$ cat src/rtl/uart_lock_status_tx.sv
// uart_lock_status_tx: 8N1 UART that sends "OPEN"/"CLOSED" whenever lock_open differs from the last reported state
//   clk       system clock
//   rst       synchronous active-low reset
//   lock_open lock state level (1 = open)
//   tx_pin    registered serial output, idles high
//   tx_busy   high while a message is shifting out
//   msg_done  one-cycle pulse after the final stop bit of a message
//   Define LOCK_TX_CRLF_EN to append "\r\n" to every message.
module uart_lock_status_tx #(
  parameter int CLKS_PER_BIT = 434
) (
  input  logic clk,
  input  logic rst,
  input  logic lock_open,
  output logic tx_pin,
  output logic tx_busy,
  output logic msg_done
);
  localparam int CNT_W = $clog2(CLKS_PER_BIT);
`ifdef LOCK_TX_CRLF_EN
  localparam logic [63:0] OPEN_S   = 64'h0000_0A0D_4E45_504F;
  localparam logic [63:0] CLOSED_S = 64'h0A0D_4445_534F_4C43;
  localparam logic [2:0]  OPEN_LAST   = 3'd5;
  localparam logic [2:0]  CLOSED_LAST = 3'd7;
`else
  localparam logic [63:0] OPEN_S   = 64'h0000_0000_4E45_504F;
  localparam logic [63:0] CLOSED_S = 64'h0000_4445_534F_4C43;
  localparam logic [2:0]  OPEN_LAST   = 3'd3;
  localparam logic [2:0]  CLOSED_LAST = 3'd5;
`endif
  typedef enum logic [1:0] {IDLE, START, DATA, STOP} state_t;
  state_t           state;
  logic [CNT_W-1:0] cnt;
  logic [2:0]       bi;
  logic [2:0]       ci;
  logic [7:0]       sh;
  logic             sel;
  logic             reported;
  logic [63:0]      msg;
  logic [7:0]       ch;
  logic [2:0]       last;
  logic             bit_end;
  // Character 0 sits in the low byte of each packed string.
  assign msg     = sel ? OPEN_S : CLOSED_S;
  assign ch      = msg[{ci, 3'b000} +: 8];
  assign last    = sel ? OPEN_LAST : CLOSED_LAST;
  assign bit_end = cnt == CNT_W'(CLKS_PER_BIT - 1);
  always_ff @(posedge clk) begin
    if (!rst) begin
      state    <= IDLE;
      cnt      <= '0;
      bi       <= '0;
      ci       <= '0;
      sh       <= '0;
      sel      <= 1'b0;
      reported <= 1'b0;
      tx_pin   <= 1'b1;
      tx_busy  <= 1'b0;
      msg_done <= 1'b0;
    end else begin
      msg_done <= 1'b0;
      cnt      <= (state == IDLE || bit_end) ? '0 : cnt + CNT_W'(1);
      case (state)
        IDLE: if (lock_open != reported) begin
          sel      <= lock_open;
          reported <= lock_open;
          ci       <= '0;
          state    <= START;
          tx_pin   <= 1'b0;
          tx_busy  <= 1'b1;
        end
        START: if (bit_end) begin
          state  <= DATA;
          bi     <= '0;
          tx_pin <= ch[0];
          sh     <= {1'b0, ch[7:1]};
        end
        DATA: if (bit_end) begin
          state  <= (bi == 3'd7) ? STOP : DATA;
          tx_pin <= (bi == 3'd7) ? 1'b1 : sh[0];
          sh     <= {1'b0, sh[7:1]};
          bi     <= bi + 3'd1;
        end
        STOP: if (bit_end) begin
          if (ci == last) begin
            state    <= IDLE;
            tx_busy  <= 1'b0;
            msg_done <= 1'b1;
          end else begin
            ci     <= ci + 3'd1;
            state  <= START;
            tx_pin <= 1'b0;
          end
        end
        default: state <= IDLE;
      endcase
    end
  end
endmodule

$ cat config.mk
export PLATFORM = sky130hd
export DESIGN_NAME = uart_lock_status_tx
export DESIGN_NICKNAME = d
export VERILOG_FILES = /design/src/rtl/uart_lock_status_tx.sv
export SDC_FILE = /design/constraint.sdc
export NUM_CORES = 1
export LEC_CHECK = 0
export ABC_AREA = 0
export BUFFER_PORTS_ARGS = -buffer_cell sky130_fd_sc_hd__buf_2
export CORE_ASPECT_RATIO = 1.75
export CORE_MARGIN = 4
export CORE_UTILIZATION = 60
export DETAILED_ROUTE_END_ITERATION = 10
export MAX_ROUTING_LAYER = met4
export PLACE_DENSITY = 0.78
export SYNTH_ARGS = -nofsm -noshare
export SYNTH_HDL_FRONTEND = slang
export SYNTH_SLANG_ARGS = --single-unit
$ cat constraint.sdc
create_clock -name clk -period 2 [get_ports clk]
set_input_delay 0.1 -clock clk [delete_from_list [all_inputs] [get_ports clk]]
set_output_delay 0.1 -clock clk [all_outputs]
set_load 0.05 [all_outputs]
==> results of run 1 <==
## layout by cell type (no fill, tap or decap), types with 4 or more instances in the layout
cell      count
nand4_1       5
nand2b_1      4
ha_1         14
dfxtp_1      27
nand2_1      11
xnor2_1       8
buf_2         5
o21ai_0       5
a21oi_1       6
buf_4         8
nand3_1       8
inv_1        11
nor2_1       20
nor3_1        5
## metal layers
| layer | up-vias | wire length [um] |
|---|---|---|
| met5 | - | 0 |
| met3 | 8 | 118 |
| met1 | 642 | 1382 |
| met4 | 0 | 64 |
| met2 | 38 | 1897 |
| li1 | 650 | - |
## report_power, final
part / internal (mW) / leakage (nW) / total [mW] / switching [mW]
clock: 0.143 / 0.0228 / 0.314 / 0.171
sequential: 0.588 / 0.219 / 0.629 / 0.0406
combinational: 0.220 / 0.389 / 0.646 / 0.426
total: 0.952 / 0.631 / 1.59 / 0.637
## worst max-delay path: cells and delay by family (launching register included)
kind / cells / cell delay [ns]
DFF: 1 / 0.39
AOI/OAI and AO/OA: 3 / 0.72
adders and majority gates: 1 / 0.23
and+or+nand+nor: 1 / 0.32
buffers and inverters: 1 / 0.10
## sequential cells by signal (all words and copies together) (netlist names)
register and cells:
msg_done 1, bi 3, sh 6, tx_pin 1, cnt 9, reported 1
state 2, ci 3, tx_busy 1
## worst max-delay path by stage
stage / depth (start not counted) / endpoint
after global placement: 4 / sh[2]
after floorplan: 5 / sh[0]
after detailed placement: 4 / sh[2]
final: 6 / state[0]
after global routing: 6 / state[0]
after CTS: 4 / sh[2]
## metrics by stage
stage | hold slack [ns] | total power, mW
after floorplan | 0.1913 | 1.111
after global placement | 0.3667 | 1.245
after detailed placement | 0.3943 | 1.266
after CTS | 0.1109 | 1.575
after global routing | 0.1390 | 1.693
final | 0.1005 | 1.589
## cell usage after synthesis, drive strengths merged, types with 2 or more instances
| cell type | n | area [um2] |
|---|---|---|
| nand2b | 4 | 25.02 |
| buf | 3 | 21.27 |
| a211oi | 3 | 32.53 |
| ha | 14 | 175.2 |
| clkbuf | 4 | 15.01 |
| nand4b | 2 | 17.52 |
| a32oi | 3 | 26.28 |
| and3 | 2 | 13.77 |
| nand2 | 11 | 41.29 |
| nand3 | 8 | 40.04 |
| nand4 | 5 | 31.28 |
| nor2b | 2 | 12.51 |
| nor3 | 6 | 35.03 |
| xor2 | 3 | 26.28 |
| o211ai | 2 | 15.01 |
| and2 | 2 | 12.51 |
| nor2 | 20 | 75.07 |
| o31ai | 2 | 20.02 |
| or3 | 2 | 12.51 |
| o311ai | 3 | 26.28 |
| a2111oi | 4 | 41.29 |
| inv | 11 | 41.29 |
| o21ai | 5 | 25.02 |
| a31oi | 2 | 12.51 |
| a21oi | 6 | 30.03 |
| dfxtp | 27 | 540.5 |
| xnor2 | 8 | 70.07 |
## kinds of logic (layout without fill, tap and decap cells)
| kind of cell | Yosys count | after routing | synth area share (%) |
|---|---|---|---|
| adders and majority gates | 14 | 14 | 11.40 |
| AOI/OAI and AO/OA | 36 | 36 | 18.32 |
| buffers and inverters | 18 | 28 | 5.049 |
| and+or+nand+nor | 68 | 68 | 23.13 |
| xor gates and xnor gates | 11 | 11 | 6.271 |
| muxes | 1 | 1 | 0.6515 |
| DFF | 27 | 27 | 35.18 |
## layout make-up
class,instances,area (um2),area share [%]
clock buffers,4,45.04,2.699
inverters,11,41.29,2.474
multi-input cells,130,924.6,55.40
flip-flops and latches,27,540.5,32.38
well taps,26,32.53,1.949
repair buffers,13,85.08,5.097
## what timing repair did
item	4_1_cts	5_1_grt
endpoints found under the setup margin	0	2
gates resized for setup	0	2
hold buffers	0	0
==> results.yml, run 1 <==
clock_network:
  cts_max_level: 1
  tritoncts: "done"
  cts_buffers: 3
  clk_pin_slew_ns: 0.09
  cts.path.max_buffers: 2
  cts_root_buffer: "clkbuf_8"
  postCtsSetupBuffers: 0
  clkSinkCount: 27
  clk_latency_ns: 0.28
hold_path:
  min_path_cells: 3
  hold_path_end: "reported"
  min_from: "lock_open"
  hp-class: "in -> reg"
yosys:
  syn-num-nets: 192
  synthesis.area_um2: 1536
  synthDistinctLibCells: 44
  postSynthCellCount: 175
  async_reset_ff_share_pct: 0
  ys_seq_area_share_pct: 35.18
  syn_area_per_cell_um2: 8.780
  synth-edff-count: 0
  yosys_most_used_dff: "dfxtp_1"
  yosysWarnings: 0
  ys_ff_latch: 27
timing:
  fin_setup_tns_ns: 0
  hold_violations: 0
  finalCritPeriodShare_pct: 93.88
  min_period_ns: 1.878
  fmax_mhz: 532.6
  fin_skew_ns: 0.004707
  rsz0062_at_grt: "no"
  final_max_slew_viol_count: 0
  setup_viol: 0
  fin_ws_ns: 0.1224
  tightest_slew_ns: 0.6581
  slew_headroom_pct: 54.99
detailed_routing:
  via_count: 1338
  ant_nets: 0
  drc_errors: 0
  wl_per_cell_um: 16.41
  totalWireLength_um: 3463
  drt_iter0_markers: 26
  drtPass1Iterations: 4
  viasPerCell: 6.341
placed_design:
  gp_congestion: 0.8985
  hpwlAfterDp_um: 2603
  dp_slack_ns: 0.1029
  numPortBuffers: 5
  dp_cells: 207
  place_area_um2: 1618
floorplan:
  rows: 24
  die_area_um2: 3467
  io_pins: 6
  die_width_um: 46.26
  core_um2: 2462
  start_util_pct: 62.40
  die_h_um: 74.95
finish:
  stdcell_count: 211
  n_fill_cell: 205
  drive_gt1_share_pct: 13.51
  antenna_cells: 0
  post-route-util_pct: 67.78
  final_area_um2: 1669
  area_delta_synth_final_pct: 8.632
  fin_nets: 203
worst_setup_path:
  reg2regPathDepth: 6
  slowest_stage: "dfxtp_1"
  start_kind: "flop"
  crit_chain: "inv_1 > ha_1 > nor2_1 > a22oi_1 > a2111oi_1 > a211oi_1"
  slowest_delay_ns: 0.39
  cp.arrival_ns: 2.03
  cp_max_fo: 4
  ff2ff_setup_slack_ns: 0.12
  cp.required_ns: 2.15
  path_class: "reg -> reg"
  cp-startpoint: "state[0]"
  worstReg2RegEnd: "state[0]"
  r2r-start: "state[0]"
  endpoint_kind: "flop"
global_routing:
  grt_use_met1_pct: 26.45
  antenna_found_initial: 0
  grt_overflow: 0
  grt_use_total_pct: 24.72
  first_global_vias: 1404
  grt_max_degree: 15
  busiest_layer: "met2"
  use_met2_pct: 43.25
  gr-usage-met3_pct: 3.589
  grt_pass1_wl_um: 6106
flow_run:
  drv_cap: 0
power:
  powerDensity_nw_per_um2: 951.8
  power.leakage_nw: 0.6311
  ir_drop_v: 0.0006734
outcome:
  status: "finished, final reports clean"
Power figures use the tool's default switching activity.
==> run 2: changes to the inputs <==
Settings changed: REMOVE_ABC_BUFFERS set to 1.
==> results.yml, run 2 (synthesis results as in run 1) <==
global_routing:
  grt_max_degree: 16
  antenna_found_initial: 0
  busiest_layer: "met2"
  grt_pass1_wl_um: 5871
  grt_overflow: 0
  first_global_vias: 1357
  use_met2_pct: 43.56
  grt_use_met1_pct: 22.49
  grt_use_total_pct: 23.47
  gr-usage-met3_pct: 2.153
power:
  total_power_mw: 1.584
  combPwrFrac_pct: 40.8
  seq_power_share_pct: 39.9
  powerDensity_nw_per_um2: 960.7
  intPower_mw: 0.9512
  ir_drop_v: 0.0005738
  power.leakage_nw: 0.6191
  clkPwrFrac_pct: 19.3
  p_sw_share_pct: 39.96
  switching_power_mw: 0.6331
placed_design:
  gp_congestion: 0.9791
  hpwlAfterDp_um: 2649
  dp_cells: 205
  numPortBuffers: 5
detailed_routing:
  totalWireLength_um: 3387
  wl_per_cell_um: 16.21
  drc_errors: 0
  drtPass1Iterations: 4
  viasPerCell: 6.364
  ant_nets: 0
  drt_iter0_markers: 22
  via_count: 1330
hold_path:
  hp-class: "in -> reg"
worst_setup_path:
  cp.required_ns: 2.14
  endpoint_kind: "flop"
  start_kind: "flop"
  ff2ff_setup_slack_ns: 0.07
  path_class: "reg -> reg"
  cp.arrival_ns: 2.07
  cp_max_fo: 9
finish:
  multi_input_area_um2: 919.6
  post-route-util_pct: 66.97
  largest_reg_flops: 9
  stdcell_count: 209
  largest-register: "cnt"
  reg_top3: "cnt x9, sh x6"
  antenna_cells: 0
  fin_nets: 201
  n_fill_cell: 217
  mostFrequentLayoutCell: "dfxtp_1"
  drive_gt1_share_pct: 12.02
  register_area_um2: 540.5
  layout_common_cells: "dfxtp_1 (27), nor2_1 (20), ha_1 (14), inv_1 (11), nand2_1 (11)"
  area_delta_synth_final_pct: 7.329
clock_network:
  cts_max_level: 1
  postCtsSetupBuffers: 0
  cts.path.max_buffers: 2
  clk_latency_ns: 0.27
  clk_pin_slew_ns: 0.09
  cts_hold_buf: 0
  clkSinkCount: 27
  tritoncts: "done"
  cts_buffers: 3
  post_cts_resized: 0
  cts_root_buffer: "clkbuf_8"
timing:
  fmax_mhz: 518.1
  finalCritPeriodShare_pct: 96.51
  setup_viol: 0
  final_max_slew_viol_count: 0
  slew_headroom_pct: 59.41
  rsz0062_at_grt: "no"
  fin_setup_tns_ns: 0
  tightest_slew_ns: 0.5935
  fin_skew_ns: 0.008085
  timing.hold.ws_ns: 0.09850
  hold_violations: 0
  min_period_ns: 1.930
flow_run:
  drv_cap: 0
floorplan:
  io_pins: 6
  start_util_pct: 62.40
  die_area_um2: 3467
  die_width_um: 46.26
  rows: 24
  die_h_um: 74.95
  core_um2: 2462
outcome:
  status: "finished, final reports clean"
==> run 2: area by class of cell <==
| type | count | share of cell area, % |
|---|---|---|
| timing repair buffer | 11 | 4.249 |
| tap | 26 | 1.973 |
| multi-input combinational | 130 | 55.77 |
| inverter | 11 | 2.504 |
| sequential | 27 | 32.78 |
| clock buffer | 4 | 2.731 |
==> run 2: path summary, 6_finish.rpt <==
kind,startpoint,to,cells past startpoint
setup / recovery,cnt[2],sh[2],4
hold reg to reg,sh[5],sh[5],2
hold / removal,lock_open,reported,3
setup reg to reg,cnt[2],sh[2],4
==> run 2: power groups by stage <==
stage                     Combinational, mW  Clock [mW]  Sequential, mW
final                                 0.647       0.306           0.631
after global routing                  0.698       0.329           0.641
after CTS                             0.630       0.307           0.632
after global placement                0.608           0           0.641
after floorplan                       0.398           0           0.700
after detailed placement              0.626           0           0.645
==> run 2: layer usage <==
layer  vias up  share of wire [%]
met5         -                  0
met4         0                4.4
met3        17                3.4
met2        35                 54
met1       632                 38
li1        646                  -
==> run 2: through the flow <==
step / area, um2 / setup slack, ns
2_1_floorplan: 1500 / 0.2028
3_3_place_gp: 1603 / 0.1313
3_5_place_dp: 1603 / 0.08625
4_1_cts: 1648 / 0.07392
5_1_grt: 1649 / 0.01175
6_report: 1649 / 0.06971
==> run 2: worst max-delay path, cell delays in order (launching register included) <==
cell and delay (ns):
dfxtp_1 0.37, or4b_4 0.59, or3_1 0.52, a211oi_2 0.24, nor3_1 0.06
==> run 3: changes to the inputs <==
Settings changed: ABC_CLOCK_PERIOD_IN_PS set to 2000, CELL_PAD_IN_SITES_DETAIL_PLACEMENT set to 1, CELL_PAD_IN_SITES_GLOBAL_PLACEMENT set to 2, CORE_UTILIZATION 60 to 38, PLACE_DENSITY 0.78 to not set, PLACE_DENSITY_LB_ADDON set to 0.1.
==> results.yml, run 3 (synthesis results as in run 1) <==
hold_path:
  hp-class: "in -> reg"
clock_network:
  cts_root_buffer: "clkbuf_8"
  cts_max_level: 1
  postCtsSetupBuffers: 0
  clk_pin_slew_ns: 0.09
  clk_latency_ns: 0.27
  cts.path.max_buffers: 2
  cts_hold_buf: 0
  clkSinkCount: 27
  cts_buffers: 3
  tritoncts: "done"
  post_cts_resized: 0
floorplan:
  core_um2: 3904
  rows: 30
  die_area_um2: 5164
  io_pins: 6
  start_util_pct: 39.36
  die_width_um: 56.07
  die_h_um: 92.12
timing:
  tightest_slew_ns: 0.5412
  fin_setup_tns_ns: 0
  final_max_slew_viol_count: 0
  rsz0062_at_grt: "no"
  fmax_mhz: 538.8
  min_period_ns: 1.856
  finalCritPeriodShare_pct: 92.80
  slew_headroom_pct: 62.99
  fin_skew_ns: 0.002368
  timing.hold.ws_ns: 0.1006
  setup_viol: 0
  hold_violations: 0
placed_design:
  hpwlAfterDp_um: 3245
  gp_congestion: 0.8454
  dp_cells: 232
  numPortBuffers: 5
finish:
  layout_common_cells: "dfxtp_1 (27), nor2_1 (20), ha_1 (14)"
  stdcell_count: 236
  area_delta_synth_final_pct: 11.48
  largest_reg_flops: 9
  drive_gt1_share_pct: 14.36
  mostFrequentLayoutCell: "dfxtp_1"
  antenna_cells: 0
  reg_top3: "cnt x9, sh x6"
  largest-register: "cnt"
  fin_nets: 206
worst_setup_path:
  path_class: "reg -> reg"
  start_kind: "flop"
  slowest_delay_ns: 0.54
  crit_buf_inv: 0
  cp_max_fo: 9
  critPathTopFamily: "simple AND/OR/NAND/NOR gates"
  slowest_stage: "or3_1"
  endpoint_kind: "flop"
  cp.required_ns: 2.17
  crit_chain: "or4b_4 > or3_1 > a211oi_2 > nor3_1"
  cp.arrival_ns: 2.03
outcome:
  status: "finished, final reports clean"
detailed_routing:
  ant_nets: 0
  drtPass1Iterations: 4
  via_count: 1319
  drc_errors: 0
  wl_per_cell_um: 17.25
  viasPerCell: 5.589
  drt_iter0_markers: 30
  totalWireLength_um: 4072
global_routing:
  grt_pass1_wl_um: 6810
  first_global_vias: 1408
  grt_max_degree: 15
  antenna_found_initial: 0
  grt_overflow: 0
  grt_use_total_pct: 17.27
power:
  ir_drop_v: 0.0004638
  powerDensity_nw_per_um2: 951.6
  power.leakage_nw: 0.6452
flow_run:
  drv_cap: 0
-- run 3: changes by cell type in the layout (fill, tap and decap cells not counted) --
| cell | delta |
|---|---|
| a2111oi_1 | -1 |
| buf_4 | +5 |
| a2111oi_0 | +1 |
-- run 3: worst register-to-register path: cells and delay by family (launching register included) --
kind | cells | cell delay, ns
AO/OA/AOI/OAI | 1 | 0.25
flip-flops | 1 | 0.38
AND/OR/NAND/NOR | 3 | 1.12
-- run 3: path summary, 6_finish.rpt --
check	from	endpoint	slack, ns	cells past startpoint
worst min register to register	sh[5]	sh[5]	0.48	2
worst min-delay path	lock_open	reported	0.10	3
worst max register to register	cnt[7]	sh[0]	0.14	4
worst max-delay path	cnt[7]	sh[0]	0.14	4
-- run 3: layout make-up --
class / count / area [um2]
Sequential cell: 27 / 540.5
Tap cell: 48 / 60.06
Clock buffer: 4 / 45.04
Multi-Input combinational cell: 130 / 918.4
Inverter: 11 / 41.29
Fill cell: 488 / 2191
Timing Repair Buffer: 16 / 107.6
-- run 3: power by group --
part | leakage [nW] | internal (mW) | switching, mW
Clock | 0.0228 | 0.143 | 0.173
Combinational | 0.404 | 0.247 | 0.440
Sequential | 0.219 | 0.588 | 0.0383
Total | 0.645 | 0.978 | 0.652
-- run 3: routing by layer --
layer | share of wire, % | track usage (%)
met2 | 57 | 33.11
met4 | 3.4 | 7.525
met1 | 38 | 16.90
met5 | 0 | -
met3 | 1.3 | 1.972
-- run 3: per-stage QoR --
stage / total power, mW / util, % / cell area [um2] / setup slack, ns
after CTS: 1.654 / 43.88 / 1713 / 0.1273
after global placement: 1.313 / 42.72 / 1668 / 0.1708
after floorplan: 1.098 / - / 1500 / 0.2028
after global routing: 1.752 / 43.88 / 1713 / 0.001957
final: 1.630 / 43.88 / 1713 / 0.1439
after detailed placement: 1.330 / 42.72 / 1668 / 0.1462
